**src/rtl/ship_pkg.sv**
```systemverilog
// Shared types, screen geometry and per-axis motion helpers for the
// spaceship motion controller.
package ship_pkg;

  localparam int CORDW    = 16;
  localparam int ACCW     = 16;  // accelerometer sample width
  localparam int SUMW     = 18;  // running sum of four samples
  localparam int STEPW    = 3;   // width of a per-cycle step
  localparam int H_RES    = 640;
  localparam int V_RES    = 480;
  localparam int SPRITE_W = 34;
  localparam int SPRITE_H = 36;
  localparam int X_INIT   = 50;
  localparam int Y_INIT   = 240;
  localparam int DEADZONE = 64;
  localparam int STEP_MAX = 4;

  typedef logic [CORDW-1:0] coord_t;

  typedef enum logic {
    FILL = 1'b0,
    RUN  = 1'b1
  } motion_state_t;

  // |v| with the single unrepresentable case (-32768) saturated to 32767.
  function automatic logic [ACCW-1:0] sat_abs(input logic signed [ACCW-1:0] v);
    if (v == 16'sh8000)
      return 16'h7fff;
    else if (v < 0)
      return 16'(-v);
    else
      return v;
  endfunction

  // Speed ladder: dead-zone, 1, 2, then the maximum step.
  function automatic logic [STEPW-1:0] step_from_mag(
    input logic [ACCW-1:0]  mag,
    input logic [ACCW-1:0]  deadzone,
    input logic [STEPW-1:0] step_max
  );
    logic [ACCW+1:0] m;
    logic [ACCW+1:0] dz;
    m  = {2'b00, mag};
    dz = {2'b00, deadzone};
    if (m < dz)
      return 3'd0;
    else if (m < (dz << 1))
      return 3'd1;
    else if (m < (dz << 2))
      return 3'd2;
    else
      return step_max;
  endfunction

  // Move pos by step in the direction of avg, saturating into [0, lim].
  // One extra bit of headroom keeps the add and subtract from wrapping.
  function automatic coord_t clamp_move(
    input coord_t                  pos,
    input logic signed [ACCW-1:0]  avg,
    input logic [STEPW-1:0]        step,
    input coord_t                  lim
  );
    localparam int CW1 = CORDW + 1;
    logic [CORDW:0] wide;
    wide = {1'b0, pos};
    if (avg > 0) begin
      wide = {1'b0, pos} + CW1'(step);
      if (wide > {1'b0, lim})
        wide = {1'b0, lim};
    end else if (avg < 0) begin
      if ({1'b0, pos} < CW1'(step))
        wide = '0;
      else
        wide = {1'b0, pos} - CW1'(step);
    end
    return wide[CORDW-1:0];
  endfunction

endpackage

```
**src/rtl/axis_filter.sv**
```systemverilog
// One axis of the tilt filter: 4-deep sample window, running sum, and a
// registered average (sum / 4, arithmetic) that lags the sum by one edge.
module axis_filter
  import ship_pkg::*;
(
  input  logic                   slowclk,
  input  logic                   reset_n,
  input  logic                   i_valid,
  input  logic signed [ACCW-1:0] i_sample,
  output logic signed [ACCW-1:0] o_avg
);

  logic signed [ACCW-1:0] r_win [4];
  logic signed [SUMW-1:0] r_sum;
  logic signed [ACCW-1:0] r_avg;

  // Shift new samples in, keep the sum current, and register the average.
  always_ff @(posedge slowclk) begin
    if (!reset_n) begin
      // NOTE: the window is a flop array, not a RAM, so it is cleared on
      // reset; otherwise stale samples would leak into the first averages.
      for (int i = 0; i < 4; i++) r_win[i] <= '0;
      r_sum <= '0;
      r_avg <= '0;
    end else begin
      if (i_valid) begin
        // NOTE: non-blocking assignments let every stage read its pre-edge
        // neighbour, so the window shifts instead of collapsing.
        r_win[0] <= i_sample;
        r_win[1] <= r_win[0];
        r_win[2] <= r_win[1];
        r_win[3] <= r_win[2];
        r_sum    <= r_sum + SUMW'(i_sample) - SUMW'(r_win[3]);
      end
      r_avg <= ACCW'(r_sum >>> 2);
    end
  end

  assign o_avg = r_avg;

endmodule

```
**src/rtl/ship_motion_ctrl.sv**
```systemverilog
// Turns filtered accelerometer tilt into the spaceship sprite position,
// with a dead-zone, a speed ladder and clamping to the visible screen.
module ship_motion_ctrl
  import ship_pkg::*;
(
  input  logic                   slowclk,
  input  logic                   reset_n,
  input  logic                   sample_valid,
  input  logic signed [ACCW-1:0] accel_x,
  input  logic signed [ACCW-1:0] accel_y,
  input  logic                   freeze,
  output coord_t                 pos_x,
  output coord_t                 pos_y,
  output logic                   moving,
  output logic [3:0]             at_edge
);

  localparam coord_t X_MAX = coord_t'(H_RES - SPRITE_W);
  localparam coord_t Y_MAX = coord_t'(V_RES - SPRITE_H);

  logic signed [ACCW-1:0] w_avg_x;
  logic signed [ACCW-1:0] w_avg_y;
  logic [STEPW-1:0]       w_step_x;
  logic [STEPW-1:0]       w_step_y;
  coord_t                 w_next_x;
  coord_t                 w_next_y;
  logic [3:0]             w_edge;

  motion_state_t r_state;
  logic [1:0]    r_fill_cnt;
  logic          r_avg_ok;   // registered average now reflects a full window
  coord_t        r_pos_x;
  coord_t        r_pos_y;
  logic          r_moving;
  logic [3:0]    r_at_edge;

  axis_filter u_filt_x (
    .slowclk  (slowclk),
    .reset_n  (reset_n),
    .i_valid  (sample_valid),
    .i_sample (accel_x),
    .o_avg    (w_avg_x)
  );

  axis_filter u_filt_y (
    .slowclk  (slowclk),
    .reset_n  (reset_n),
    .i_valid  (sample_valid),
    .i_sample (accel_y),
    .o_avg    (w_avg_y)
  );

  // Step size and clamped candidate position for both axes.
  always_comb begin
    // NOTE: every output gets a value on every path through this block,
    // so no latch can be inferred.
    w_step_x = step_from_mag(sat_abs(w_avg_x), 16'(DEADZONE), 3'(STEP_MAX));
    w_step_y = step_from_mag(sat_abs(w_avg_y), 16'(DEADZONE), 3'(STEP_MAX));
    w_next_x = clamp_move(r_pos_x, w_avg_x, w_step_x, X_MAX);
    w_next_y = clamp_move(r_pos_y, w_avg_y, w_step_y, Y_MAX);
    w_edge   = {w_next_y == '0, w_next_y == Y_MAX,
                w_next_x == '0, w_next_x == X_MAX};
  end

  // Fill/run sequencing plus the registered position and status flags.
  always_ff @(posedge slowclk) begin
    if (!reset_n) begin
      r_state    <= FILL;
      r_fill_cnt <= '0;
      r_avg_ok   <= 1'b0;
      r_pos_x    <= coord_t'(X_INIT);
      r_pos_y    <= coord_t'(Y_INIT);
      r_moving   <= 1'b0;
      r_at_edge  <= '0;
    end else begin
      case (r_state)
        FILL: begin
          if (sample_valid) begin
            r_fill_cnt <= r_fill_cnt + 2'd1;
            if (r_fill_cnt == 2'd3)
              r_state <= RUN;
          end
        end
        RUN: begin
          // The average lags the sum by one edge, so wait one RUN edge.
          r_avg_ok <= 1'b1;
          if (r_avg_ok && !freeze) begin
            r_pos_x   <= w_next_x;
            r_pos_y   <= w_next_y;
            r_at_edge <= w_edge;
            r_moving  <= (w_step_x != '0) || (w_step_y != '0);
          end else begin
            r_moving  <= 1'b0;
          end
        end
        default: r_state <= FILL;
      endcase
    end
  end

  assign pos_x   = r_pos_x;
  assign pos_y   = r_pos_y;
  assign moving  = r_moving;
  assign at_edge = r_at_edge;

endmodule
```
**config.mk**
```make
export PLATFORM = sky130hd
export DESIGN_NAME = ship_motion_ctrl
export DESIGN_NICKNAME = d
export VERILOG_FILES = /design/src/rtl/ship_pkg.sv /design/src/rtl/axis_filter.sv /design/src/rtl/ship_motion_ctrl.sv
export SDC_FILE = /design/constraint.sdc
export NUM_CORES = 1
export LEC_CHECK = 0
export BUFFER_PORTS_ARGS = -buffer_cell sky130_fd_sc_hd__buf_2
export CORE_MARGIN = 3
export CORE_UTILIZATION = 55
export CTS_BUF_LIST = sky130_fd_sc_hd__clkbuf_8
export DETAILED_ROUTE_END_ITERATION = 12
export PLACE_DENSITY_LB_ADDON = 0.1
export SYNTH_ARGS = -nofsm -noshare
export SYNTH_HDL_FRONTEND = slang
export SYNTH_HIERARCHICAL = 1
export SYNTH_SLANG_ARGS = --single-unit
```
**constraint.sdc**
```tcl
create_clock -name slowclk -period 7.1 [get_ports slowclk]
set_input_delay 0.355 -clock slowclk [delete_from_list [all_inputs] [get_ports slowclk]]
set_output_delay 0.355 -clock slowclk [all_outputs]
set_load 0.1 [all_outputs]
```
==> results of run 1 <==
==> power by group <==
part / switching, mW / internal, mW / leakage (nW)
Sequential: 0.0737 / 1.61 / 2.30
Clock: 0.580 / 0.674 / 0.479
Combinational: 1.31 / 0.782 / 4.08
Total: 1.97 / 3.06 / 6.86
==> metrics by stage <==
step | hold slack [ns] | instances | instance area (µm²)
floorplan | 0.4280 | 1514 | 14200
global placement | 0.4350 | 1843 | 14720
detailed placement | 0.4433 | 1843 | 14720
CTS | 0.1065 | 1922 | 15570
global route | 0.1305 | 1922 | 15570
finish | 0.1382 | 1922 | 15570
==> layout make-up <==
| cell class | instances | area share |
|---|---|---|
| well taps | 330 | 0.02652 |
| clock buffers | 49 | 0.04331 |
| inverters | 168 | 0.04050 |
| repair buffers | 80 | 0.02812 |
| multi-input cells | 1028 | 0.4634 |
| clock inverters | 30 | 0.01117 |
| flip-flops and latches | 237 | 0.3870 |
==> path summary, 6_finish.rpt <==
kind	start	depth (start not counted)	slack, ns	end
worst min register to register	u_filt_y/r_sum[9]	2	0.47	u_filt_y/r_sum[9]
worst max-delay path	u_filt_y/o_avg[5]	18	1.30	at_edge[2]
worst min-delay path	accel_y[1]	3	0.14	u_filt_y/r_win[0][1]
worst max register to register	u_filt_y/o_avg[5]	18	1.30	at_edge[2]
==> sequential cells by signal (all words and copies together) (netlist names) <==
| signal | count |
|---|---|
| u_filt_x/r_win | 64 |
| u_filt_y/r_win | 64 |
| u_filt_x/r_sum | 18 |
| u_filt_y/r_sum | 18 |
| pos_x | 16 |
| pos_y | 16 |
| u_filt_x/o_avg | 16 |
| u_filt_y/o_avg | 16 |
| at_edge | 4 |
| r_fill_cnt | 2 |
| moving | 1 |
| r_avg_ok | 1 |
| r_state | 1 |
==> cells by family after synthesis <==
logic type	share of synthesized area
buffers and inverters	0.06758
xor gates and xnor gates	0.02775
muxes	0.01198
and+or+nand+nor	0.2100
adders and majority gates	0.09850
AOI/OAI and AO/OA	0.1598
DFF	0.4243
==> per-layer routing <==
metal | vias to the layer above | share of wire
li1 | 5464 | -
met1 | 5255 | 0.48
met2 | 320 | 0.44
met3 | 65 | 0.055
met4 | 0 | 0.025
met5 | - | 0
==> cells in the final DEF (no fill, tap or decap), types with 49 or more instances in the layout <==
| master | netlist | layout |
|---|---|---|
| a21oi_1 | 66 | 66 |
| and3_1 | 110 | 110 |
| buf_2 | 11 | 70 |
| clkbuf_8 | 0 | 49 |
| dfxtp_1 | 109 | 109 |
| edfxtp_1 | 128 | 128 |
| ha_1 | 51 | 51 |
| inv_1 | 165 | 175 |
| nand2_1 | 92 | 92 |
| nor2_1 | 147 | 147 |
| o21ai_0 | 54 | 54 |
==> critical path, cell delays in order (launching register included) <==
cell      delay [ns]
dfxtp_1         0.29
or4_1           0.53
or4_1           0.59
or4_1           0.52
a21oi_1         0.14
o22ai_1         0.15
nor3_1          0.31
ha_1            0.23
inv_1           0.06
fa_1            0.45
o21bai_1        0.47
nand2_1         0.20
o41ai_1         0.33
o32ai_1         0.17
o211ai_2        0.59
a2bb2o_4        0.25
o21ai_2         0.17
nand2_1         0.09
o31ai_2         0.20
==> summary.txt, run 1 <==
Finish
  • Multi-input gate area: 0.007216 mm²
  • Area growth syn-to-layout: 9.648%
  • Share of cells above drive strength 1: 0.1181
  • FF/Latch Area: 0.006026 mm²
  • Final core utilization: 0.6166
  • Final nets: 1,683
  • Ant diodes: 0
  • Fill cells: 2,198

Synthesis
  • Synth cell count leaders: inv_1 (165), nor2_1 (147), edfxtp_1 (128), and3_1 (110), dfxtp_1 (109)
  • Synthesis-stage register bit count: 237
  • YS warnings: 6
  • Biggest area consumer among synthesized cells: edfxtp_1
  • Count leader, synth: inv_1
  • Syn nets: ~1,600
  • Synth top area cells: edfxtp_1 (27%), dfxtp_1 (15%), fa_1 (5.4%)
  • Sequential area share after synthesis: 0.4243
  • Async S/R FF share, synth: 0
  • Synthesized cell area: about 0.014 mm²
  • Most used DFF post-synth: edfxtp_1
  • Yosys top cell area share: 0.2707
  • Number of enable flip-flop cells after synthesis: 128
  • Synth cell types: 100
  • Synth Instances: 1,514
  • Synth Area per Inst: 9.380 µm²

Setup path
  • Required @ worst endpoint: 7.58 ns
  • Worst Setup Path Type: reg2reg
  • CP max FO: 15
  • CP startpoint kind: flip-flop
  • Critical Path Sink Type: flip-flop
  • CP arrival: 6.28 ns

GRT
  • Initial antenna violation count: 0
  • Gr ovfl total: 0
  • Gr busiest metal: met2
  • Total global-route track usage: 0.2291
  • M3 GR Usage: 0.03774
  • Met1 Use GR: 0.3279
  • Vias in the first global route: 10,720
  • Pin count of the biggest net entering global routing: 112
  • First-pass GRT wire length: 53.64 mm
  • Met2 GRT Util: 0.3583

Clocking
  • Setup bufs post-CTS: 0
  • CTS H-tree depth: 2
  • Hold Buf Count CTS: 0
  • Clock-pin slew on the worst setup and hold paths: around 0.06 ns
  • CTS Buf Count: 43
  • Clk Latency, worst-skew pair: 0.56 ns
  • TritonCTS clock tree: done
  • CTS max path bufs: 3
  • Root buf cell: clkbuf_8
  • TritonCTS sink count: 237
  • CTS resizes: 0

Placement
  • Pre-CTS WS: 1.294 ns
  • PortBufs: between 70 and 80
  • Gpl congestion: 0.9188
  • Post-DP HPWL: around 22 mm

Timing
  • Endpoints failing setup: 0
  • Final Slew Violations: 0
  • Max_slew headroom: 0.3943
  • RSZ-0062 raised after global routing: no
  • Worst Tran Pin Value: 0.9064 ns
  • Worst Skew: 0.03964 ns
  • Minimum clock period: 5.805 ns
  • Final TNS setup: 0 ns
  • Final setup margin: 1.295 ns
  • Fmax achieved: about 0.17 GHz
  • Fin. Hold Viols: 0
  • Tcrit/Tclk final: 0.8176

Power
  • Leak: 6.861 nW
  • Max VDD drop: just under 0.0002 V
  • Tot Pwr: 5.031 mW
  • Power Dens Cells: between 300 and 400 mW/mm²

Detailed routing
  • First drt pass iteration count: 5
  • Antenna-violating nets left: 0
  • Via count: 11,100
  • DR vias/cell: 5.777
  • DRT Wirelength: 32.31 mm
  • DRC: 0
  • WL/cell: 16.81 µm
  • DR iter-0 viols: 954

Floorplan
  • Core Box Area: 0.02525 mm²
  • Width of the die: around 170 µm
  • Die ar.: 0.02778 mm²
  • Num rows: 58
  • # IOs: 73
  • Initial Util: 0.5623
  • Die Y-Extent: 166.7 µm

Outcome
  • Outcome: complete, no violations

Worst hold path
  • Hold Crit Class: in2reg

Job
  • Max_cap viols: 0
No activity file was read; power rests on OpenSTA's default activity.
==> run 2, diff against run 1 <==
- ABC_AREA: unset -> 1
- clock period: 7.1 -> 5 ns (I/O delays scaled with it)
==> summary.txt, run 2 <==
Clocking
  • CTS H-tree depth: 2 (unchanged)
  • Clock-pin slew on the worst setup and hold paths: 0.06 ns (about the same)
  • TritonCTS sink count: 237 (unchanged)
  • CTS resizes: 0 (unchanged)
  • CTS Buf Count: 41 (-4.7%)
  • Setup bufs post-CTS: 0 (unchanged)
  • CTS max path bufs: 3 (unchanged)
  • Root buf cell: clkbuf_8
  • Clk Latency, worst-skew pair: 0.56 ns (about the same)
  • TritonCTS clock tree: done
  • Hold Buf Count CTS: 0 (unchanged)

Finish
  • Ant diodes: 0 (unchanged)
  • Final core utilization: 0.6202 (+0.003671)
  • Area growth syn-to-layout: 9.743% (about the same)
  • Commonest non-fill, non-tap cell in the layout: inv_1
  • Share of cells above drive strength 1: 0.09955 (-0.01854)
  • Fill cells: 2,389 (+8.7%)
  • Commonest non-fill, non-tap cells in the layout: inv_1 (428), nand2_1 (395), nor2_1 (279)
  • Top Registers: u_filt_x/r_win (64), u_filt_y/r_win (64)
  • Final nets: 2,112 (+25%)

Detailed routing
  • Via count: 11,820 (+6.4%)
  • DR iter-0 viols: 769 (-19%)
  • DRT Wirelength: 31.57 mm (-2.3%)
  • DRC: 0 (unchanged)
  • DR vias/cell: 5.030 (-13%)
  • WL/cell: 13.44 µm (-20%)
  • Met3 WL: 1.590 mm (-9.9%)
  • Met2 wire length: 14.11 mm (-1.8%)
  • Highest routed metal layer: met4
  • Antenna-violating nets left: 0 (unchanged)
  • Met1 Routed Length: 15.05 mm (-2.0%)
  • First drt pass iteration count: 5 (unchanged)

GRT
  • Total global-route track usage: 0.2283 (-0.0008411)
  • Initial antenna violation count: 0 (unchanged)
  • Gr ovfl total: 0 (unchanged)
  • Pin count of the biggest net entering global routing: 71 (-37%)
  • First-pass GRT wire length: 53.91 mm (+0.50%)
  • Vias in the first global route: 11,350 (+5.9%)

Synthesis
  • Synth top area cells: edfxtp_1 (27%), dfxtp_1 (15%), inv_1 (11%)
  • Synthesis-stage register bit count: 237 (unchanged)
  • YS warnings: 6 (unchanged)
  • Post-synthesis mux area share: 0 (-0.01198)
  • Synth Area in Simple Gates: 0.2633 (+0.05330)
  • Biggest area consumer among synthesized cells: edfxtp_1
  • Async S/R FF share, synth: 0 (unchanged)
  • Yosys top cell area share: 0.2670 (-0.003670)
  • Post-Synth XOR/XNOR Area: 0.01521 (-0.01254)
  • Most used DFF post-synth: edfxtp_1
  • Synth Area per Inst: 7.529 µm² (-20%)
  • Compound-Gate Fraction of Synth Area: 0.07839 (-0.08143)
  • Synth cell count leaders: inv_1 (409), nand2_1 (399), nor2_1 (279), edfxtp_1 (128), nand3_1 (121)
  • Combinational family with the most area after synthesis: simple AND/OR/NAND/NOR gates
  • Synthesized cell area: 0.01440 mm² (+1.4%)
  • Sequential area share after synthesis: 0.4186 (-0.005753)
  • Post-synthesis adder-cell area fraction: 0.09717 (-0.001336)
  • Synth Instances: 1,912 (+26%)
  • Count leader, synth: inv_1
  • Synth cell types: 53 (-47%)
  • Syn nets: 2,037 (+24%)
  • Number of enable flip-flop cells after synthesis: 128 (unchanged)

Setup path
  • CP max FO: 12 (-3)
  • Worst Setup Path Type: reg2reg
  • CP arrival: 4.68 ns (-1.60 ns)
  • Required @ worst endpoint: 5.46 ns (-2.12 ns)
  • Critical Path Sink Type: flip-flop
  • CP startpoint kind: flip-flop

Timing
  • Fin. Hold Viols: 0 (unchanged)
  • Final setup margin: 0.7719 ns (-0.5234 ns)
  • Worst Skew: 0.03851 ns (-0.001129 ns)
  • RSZ-0062 raised after global routing: no
  • Tcrit/Tclk final: 0.8456 (+0.02806)
  • Max_slew headroom: 0.3105 (-0.08380)
  • Final Slew Violations: 0 (unchanged)
  • Minimum clock period: 4.228 ns (-1.577 ns)
  • Worst Tran Pin Value: 1.034 ns (+0.1279 ns)
  • Fmax achieved: 0.2365 GHz (+37%)
  • Final TNS setup: 0 ns (unchanged)
  • Endpoints failing setup: 0 (unchanged)

Power
  • Psw: 3.124 mW (+59%)
  • Max VDD drop: 0.0002869 V (+46%)
  • Internal: 4.391 mW (+43%)
  • Leak: 7.922 nW (+15%)
  • Power share of the clock group: 0.231 (-0.018)
  • Logic pwr share: 0.442 (+0.026)
  • Sequential power share: 0.326 (-0.008)
  • Sw Share: 0.4157 (+0.02490)
  • Power Dens Cells: 475.6 mW/mm² (+47%)

Floorplan
  • Width of the die: 167.8 µm (+0.66%)
  • Die ar.: 0.02815 mm² (+1.3%)
  • Core Box Area: 0.02547 mm² (+0.86%)
  • Die Y-Extent: 167.8 µm (+0.66%)
  • Initial Util: 0.5652 (+0.002857)
  • Num rows: 58 (unchanged)
  • # IOs: 73 (unchanged)

Placement
  • Pre-CTS WS: 0.7789 ns (-0.5152 ns)
  • Post-DP HPWL: 23.19 mm (+4.7%)
  • PortBufs: 72 (unchanged)
  • Gpl congestion: 0.9454 (+2.9%)

Job
  • Max_cap viols: 0 (unchanged)

Outcome
  • Outcome: complete, no violations

Worst hold path
  • Hold Crit Class: in2reg
## run 2: cell types whose count changed in the layout (fill, tap and decap cells not counted), sizes merged, moves of 24 or more
| cell | before | now |
|---|---|---|
| inv | 181 | 441 |
| nand2 | 92 | 419 |
| xnor2 | 27 | 3 |
| nand3 | 37 | 125 |
| and3 | 110 | 0 |
| nor2b | 25 | 1 |
| nor2 | 148 | 293 |
## run 2: power by group through the flow
stage                     clock [mW]  combinational, mW  sequential, mW
after floorplan                    0               2.67            2.44
after global placement             0               3.24            2.49
after detailed placement           0               3.29            2.49
after CTS                       1.80               3.31            2.45
after global routing            1.88               3.88            2.48
final                           1.74               3.33            2.45
## run 2: area by class of cell
type | count | area [µm²] | share of cell area
multi-input cells | 1206 | 6553 | 0.4147
flip-flops and latches | 237 | 6026 | 0.3814
inverters | 424 | 1592 | 0.1007
clock buffers | 45 | 619.3 | 0.03920
well taps | 330 | 412.9 | 0.02613
repair buffers | 77 | 397.9 | 0.02518
clock inverters | 30 | 198.9 | 0.01259
## run 2: kinds of logic after synthesis
group | after synthesis
compound gates | 197
xor+xnor | 25
fa+ha+maj | 89
buf+inv | 469
flops | 237
simple gates | 895
## run 2: path summary, 6_finish.rpt
check / from / endpoint / slack (ns) / cells past startpoint
worst min register to register: u_filt_y/r_sum[5] / u_filt_y/o_avg[3] / 0.43 / 2
worst max register to register: u_filt_x/o_avg[15] / at_edge[1] / 0.77 / 24
worst max-delay path: u_filt_x/o_avg[15] / at_edge[1] / 0.77 / 24
worst min-delay path: accel_x[11] / u_filt_x/r_win[0][11] / 0.04 / 3
## run 2: stage by stage
stage	total power [mW]	instance area [µm²]	instances	hold slack (ns)
after floorplan	5.104	14400	1912	0.3611
after global placement	5.727	14980	2274	0.4183
after detailed placement	5.785	14980	2274	0.4215
after CTS	7.563	15800	2349	0.004623
after global routing	8.240	15800	2349	0.02835
final	7.515	15800	2349	0.03878
## run 2: layer usage
layer / vias up / global-route usage
met4: 0 / 0.06439
li1: 6102 / -
met1: 5385 / 0.3230
met5: - / 0
met2: 266 / 0.3694
met3: 63 / 0.03311
## run 2: worst max-delay path, stage by stage (launching register included)
cell and delay, ns:
dfxtp_1 0.50, inv_1 0.27, o21ai_0 0.14, o211a_1 0.16, nand3_1 0.08, nor2b_1 0.17, inv_1 0.11, nor2_1 0.37
nor3_1 0.14, ha_1 0.24, fa_1 0.42, nand3_1 0.14, nand2_2 0.12, nand2_2 0.12, xor2_1 0.20, nand2_1 0.07
nand2_1 0.07, nand2_2 0.11, nand3_1 0.12, nand2_1 0.07, nor2_1 0.10, nand2_1 0.08, nor2_1 0.13, nand3_1 0.11
a21oi_2 0.12
